**src/rtl/pipe_pkg.sv**
```systemverilog
// Shared pipeline definitions: control-bit layout, default widths, per-stage
// channel counts and the per-edge stage operation decode.
package pipe_pkg;

  localparam int PIPE_CTRL_W = 11;
  localparam int PIPE_DATA_W = 32;
  localparam int PIPE_CNT_W  = 16;

  // Control-word bit positions shared by all stage instances.
  localparam int CTRL_REGWRITE    = 0;
  localparam int CTRL_MEMWRITE    = 1;
  localparam int CTRL_MEMREAD     = 2;
  localparam int CTRL_MEMTOREG_LO = 3;
  localparam int CTRL_MEMTOREG_HI = 4;
  localparam int CTRL_ALUSRC      = 5;
  localparam int CTRL_ALUOP_LO    = 6;
  localparam int CTRL_ALUOP_HI    = 8;
  localparam int CTRL_BRANCH      = 9;
  localparam int CTRL_JUMP        = 10;

  localparam int IFID_NUM_DATA  = 2;
  localparam int IDEX_NUM_DATA  = 5;
  localparam int EXMEM_NUM_DATA = 6;
  localparam int MEMWB_NUM_DATA = 4;

  typedef enum logic [1:0] {
    OP_LOAD  = 2'd0,
    OP_HOLD  = 2'd1,
    OP_FLUSH = 2'd2
  } stage_op_e;

  // Flush outranks Stall, which outranks a normal load.
  function automatic stage_op_e decode_op(input logic flush, input logic stall);
    if (flush)      return OP_FLUSH;
    else if (stall) return OP_HOLD;
    else            return OP_LOAD;
  endfunction

endpackage

```
**src/rtl/sat_counter.sv**
```systemverilog
// Saturating event counter with synchronous clear that wins over increment.
module sat_counter #(
  parameter int W = 16
) (
  input  logic         Clk,
  input  logic         Reset,
  input  logic         clr,
  input  logic         inc,
  output logic [W-1:0] count
);

  logic [W-1:0] count_q;
  logic [W-1:0] count_d;

  // NOTE: every always_comb output gets a default first so no latch is inferred.
  always_comb begin
    count_d = count_q;
    if (clr) begin
      count_d = '0;
    end else if (inc && (count_q != '1)) begin
      count_d = count_q + W'(1);
    end
  end

  // NOTE: sequential state uses non-blocking assignments only.
  always_ff @(posedge Clk or posedge Reset) begin
    if (Reset) count_q <= '0;
    else       count_q <= count_d;
  end

  assign count = count_q;

endmodule

```
**src/rtl/pipe_stage_reg.sv**
```systemverilog
// Configurable pipeline stage register with stall/flush support and
// saturating stall, flush and bubble event counters.
module pipe_stage_reg
  import pipe_pkg::*;
#(
  parameter int CTRL_W   = PIPE_CTRL_W,
  parameter int DATA_W   = PIPE_DATA_W,
  parameter int NUM_DATA = 6,
  parameter int CNT_W    = PIPE_CNT_W
) (
  input  logic                       Clk,
  input  logic                       Reset,
  input  logic                       inValid,
  input  logic [CTRL_W-1:0]          inCtrl,
  input  logic [NUM_DATA*DATA_W-1:0] inData,
  input  logic                       Stall,
  input  logic                       Flush,
  input  logic                       CntClear,
  output logic                       outValid,
  output logic [CTRL_W-1:0]          outCtrl,
  output logic [NUM_DATA*DATA_W-1:0] outData,
  output logic [CNT_W-1:0]           stallCount,
  output logic [CNT_W-1:0]           flushCount,
  output logic [CNT_W-1:0]           bubbleCount
);

  stage_op_e         op;
  logic              valid_q, valid_d;
  logic [CTRL_W-1:0] ctrl_q,  ctrl_d;

  always_comb begin
    op      = decode_op(Flush, Stall);
    valid_d = valid_q;
    ctrl_d  = ctrl_q;
    unique case (op)
      OP_FLUSH: begin
        valid_d = 1'b0;
        ctrl_d  = '0;
      end
      OP_LOAD: begin
        valid_d = inValid;
        // A bubble carries an all-zero control word so it never writes state.
        ctrl_d  = inValid ? inCtrl : '0;
      end
      default: ;
    endcase
  end

  always_ff @(posedge Clk or posedge Reset) begin
    if (Reset) begin
      valid_q <= 1'b0;
      ctrl_q  <= '0;
    end else begin
      valid_q <= valid_d;
      ctrl_q  <= ctrl_d;
    end
  end

  for (genvar k = 0; k < NUM_DATA; k++) begin : g_chan
    logic [DATA_W-1:0] data_q;

    // NOTE: data registers are reset too, so a fresh stage reads as all zero.
    always_ff @(posedge Clk or posedge Reset) begin
      if (Reset)              data_q <= '0;
      else if (op == OP_LOAD) data_q <= inData[k*DATA_W +: DATA_W];
    end

    assign outData[k*DATA_W +: DATA_W] = data_q;
  end

  logic inc_stall, inc_flush, inc_bubble;

  assign inc_stall  = (op == OP_HOLD);
  assign inc_flush  = Flush & valid_q;
  assign inc_bubble = ~valid_d;

  sat_counter #(.W(CNT_W)) u_stall_cnt (
    .Clk   (Clk),
    .Reset (Reset),
    .clr   (CntClear),
    .inc   (inc_stall),
    .count (stallCount)
  );

  sat_counter #(.W(CNT_W)) u_flush_cnt (
    .Clk   (Clk),
    .Reset (Reset),
    .clr   (CntClear),
    .inc   (inc_flush),
    .count (flushCount)
  );

  sat_counter #(.W(CNT_W)) u_bubble_cnt (
    .Clk   (Clk),
    .Reset (Reset),
    .clr   (CntClear),
    .inc   (inc_bubble),
    .count (bubbleCount)
  );

  assign outValid = valid_q;
  assign outCtrl  = ctrl_q;

endmodule

```
**config.mk**
```make
export PLATFORM = sky130hd
export DESIGN_NAME = pipe_stage_reg
export DESIGN_NICKNAME = d
export VERILOG_FILES = /design/src/rtl/pipe_pkg.sv /design/src/rtl/sat_counter.sv /design/src/rtl/pipe_stage_reg.sv
export SDC_FILE = /design/constraint.sdc
export NUM_CORES = 1
export LEC_CHECK = 0
export BUFFER_PORTS_ARGS = -buffer_cell sky130_fd_sc_hd__buf_2
export CAP_MARGIN = 20
export CORE_AREA = 8 8 174 176
export CTS_BUF_LIST = sky130_fd_sc_hd__clkbuf_8
export DETAILED_ROUTE_END_ITERATION = 7
export DIE_AREA = 0 0 182 184
export PLACE_DENSITY = 0.67
export SLEW_MARGIN = 20
export SYNTH_ARGS = -nofsm -noshare
export SYNTH_HDL_FRONTEND = slang
export SYNTH_HIERARCHICAL = 1
export SYNTH_SLANG_ARGS = --single-unit
```
**constraint.sdc**
```tcl
create_clock -name Clk -period 10.5 [get_ports Clk]
set_input_delay 2.1 -clock Clk [delete_from_list [all_inputs] [get_ports Clk]]
set_output_delay 2.1 -clock Clk [all_outputs]
set_load 0.1 [all_outputs]
```
==> out/metrics.yaml <==
status: "finished, final reports clean"
fin_skew_ps: 8.05
synth_area_leaders: "dfrtp_1 58%, mux2_4 18%, mux2_2 6.4%"
crit_slowest_cell: "dfrtp_1"
ys.flop_type: "dfrtp_1"
worst_slew_pin_slew_ps: 1140
drive_gt1_share_pct: 58.7
slew_headroom_pct: 23.7
hold_buffers: 0
crit_buf_inv: 1
synth_area_um2: 10900
path_max_fanout: 7
wl_per_cell_um: 20.3
drv_slew: 0
fin_crit_sh_pct: 34.3
cts.htree.levels: 2
core_um2: 27500
io_pins: 461
worstPathArrival_ps: 1500
vias: 8048
fin_tns_setup_ps: 0
synth_nets: 955
drt-total-wl_mm: 32.4
postCtsSetupBuffers: 0
clk_pin_slew_worst_paths_ps: 60
max_freq_mhz: 278
die-area_um2: 33500
yosys.area.top_type: "dfrtp_1"
p_per_area_nw_per_um2: 230
path_cells: "buf_2"
syn-mean-instance-area_um2: 14.7
cap_violations: 0
grt_usage_pct: 18.5
cts_tree: "done"
vias_per_cell: 5.05
cp-end-kind: "primary output"
start_util_pct: 39.8
area.growth.synth_to_final_pct: 30.9
die_h_um: 184
synth_edf_count: 0
async_reset_ff_share_pct: 100
leakage_nw: 7.09
port_buffers: 460
die_width_um: 182
min_period_ps: 3600
cp.required_ps: 8400
layout.nets: 1431
grt_pass1_vias: 8538
first_pass_iters: 4
rsz0062_at_grt: "false"
path_delay_family: "flip-flops"
final_cells: 1595
hold_class: "register to register"
ys_types: 37
post-dp-hpwl_mm: 24.4
synth_most_common_cell: "dfrtp_1"
tritoncts.num_buffers: 44
clockBufferDepth: 3
antenna_found_initial: 6
cp_slowest_stage_delay_ps: 490
yosysTopAreaCellShare_pct: 57.7
crit_type: "register to primary output"
vdd_drop_max_uv: 155
grt_start_max_net_pins: 143
cts.repair.resized: 0
place_inst: 1519
drt_iter0_markers: 457
cts_num_sinks: 252
ys_ff_latch: 252
final_antenna_net_count: 0
synthCells: 743
drc_errors: 0
grt_first_pass_wirelength_mm: 49.3
grt_remaining_overflow: 0
ctsRootBufferMaster: "clkbuf_8"
yosysSeqAreaShare_pct: 57.7
place.gp.congestion: 0.826
ys_warn_count: 6
insertion_delay_ps: 520
row_count: 61
hold_viol_final: 0
setup_viol: 0
start_kind: "register"
synth_common_cells: "252 x dfrtp_1, 130 x mux2_4, 62 x mux2_2"
[cell families after synthesis]
group,after synthesis,share of synthesized area (%)
DFF,252,57.7
buffers and inverters,46,3.02
adders and majority gates,3,0.343
muxes,201,25.1
and+or+nand+nor,153,8.71
AOI/OAI and AO/OA,88,5.14
[state kept, by name, indices dropped and copies added (netlist names), named ones only]
signal and flops:
g_chan.data_q 192, u_bubble_cnt/count 16, u_flush_cnt/count 16, u_stall_cnt/count 16
outCtrl 11
[final cells by class]
cell class                      count  area, um^2
Clock buffer                       59         812
Multi-Input combinational cell    445        4300
Tap cell                          346         433
Antenna cell                        2        5.00
Timing Repair Buffer              465        2350
Clock inverter                     15        63.8
Sequential cell                   252        6310
Inverter                           11        48.8
Fill cell                        2412       13200
[routing by layer]
| metal | routed length (um) | track usage, % | vias up |
|---|---|---|---|
| met3 | 3080 | 7.98 | 63 |
| met2 | 15900 | 31.3 | 339 |
| met4 | 903 | 6.69 | 8 |
| li1 | - | - | 3716 |
| met1 | 12400 | 20.6 | 3922 |
| met5 | 45 | 0 | - |
[worst register-to-register path: cells and delay by family, from the launching register on]
| kind | cells | cell delay (ps) |
|---|---|---|
| flops | 1 | 400 |
| simple gates | 4 | 1250 |
| compound gates | 2 | 470 |
[power breakdown]
group | internal, mW | leakage [nW] | switching (mW) | total (mW)
combinational | 0.243 | 3.51 | 1.02 | 1.26
sequential | 1.09 | 3.08 | 0.0655 | 1.15
clock | 0.496 | 0.494 | 0.384 | 0.880
[placed cells by master, fill, tap and decap left out, types with 11 or more instances in the layout]
cell type	count
mux2_4	130
or3_1	18
mux2_2	62
nand3_1	21
nor3_1	12
clkbuf_8	59
a21oi_1	37
nand4_1	12
inv_1	23
a32o_1	11
o21ai_0	15
or4_1	18
buf_2	460
dfrtp_1	252
nor2b_1	11
o31ai_1	15
nand2_1	19
[path summary, 6_finish.rpt]
path	start	endpoint	slack, ps	cells past startpoint
max	u_bubble_cnt/count[7]	bubbleCount[7]	6900	1
min	g_chan[3].data_q[22]	g_chan[3].data_q[22]	480	1
max reg2reg	register	u_bubble_cnt/count[13]	8310	6
min reg2reg	g_chan[3].data_q[22]	g_chan[3].data_q[22]	480	1
max in group asynchronous	Reset	g_chan[4].data_q[28]	7330	3
min in group asynchronous	Reset	u_stall_cnt/count[6]	1720	2
[per-stage QoR]
step	instance area, um^2	setup WS (ps)	utilization, %	hold slack [ps]	total power [mW]
after floorplan	10900	2830	-	1020	2.20
after global placement	13400	6460	48.9	465	2.42
after detailed placement	13400	6430	48.9	471	2.43
after CTS	14300	6850	52.1	483	3.33
after global routing	14300	6800	52.1	494	3.41
final	14300	6900	52.1	480	3.29
No activity file was read; power rests on OpenSTA's default activity.
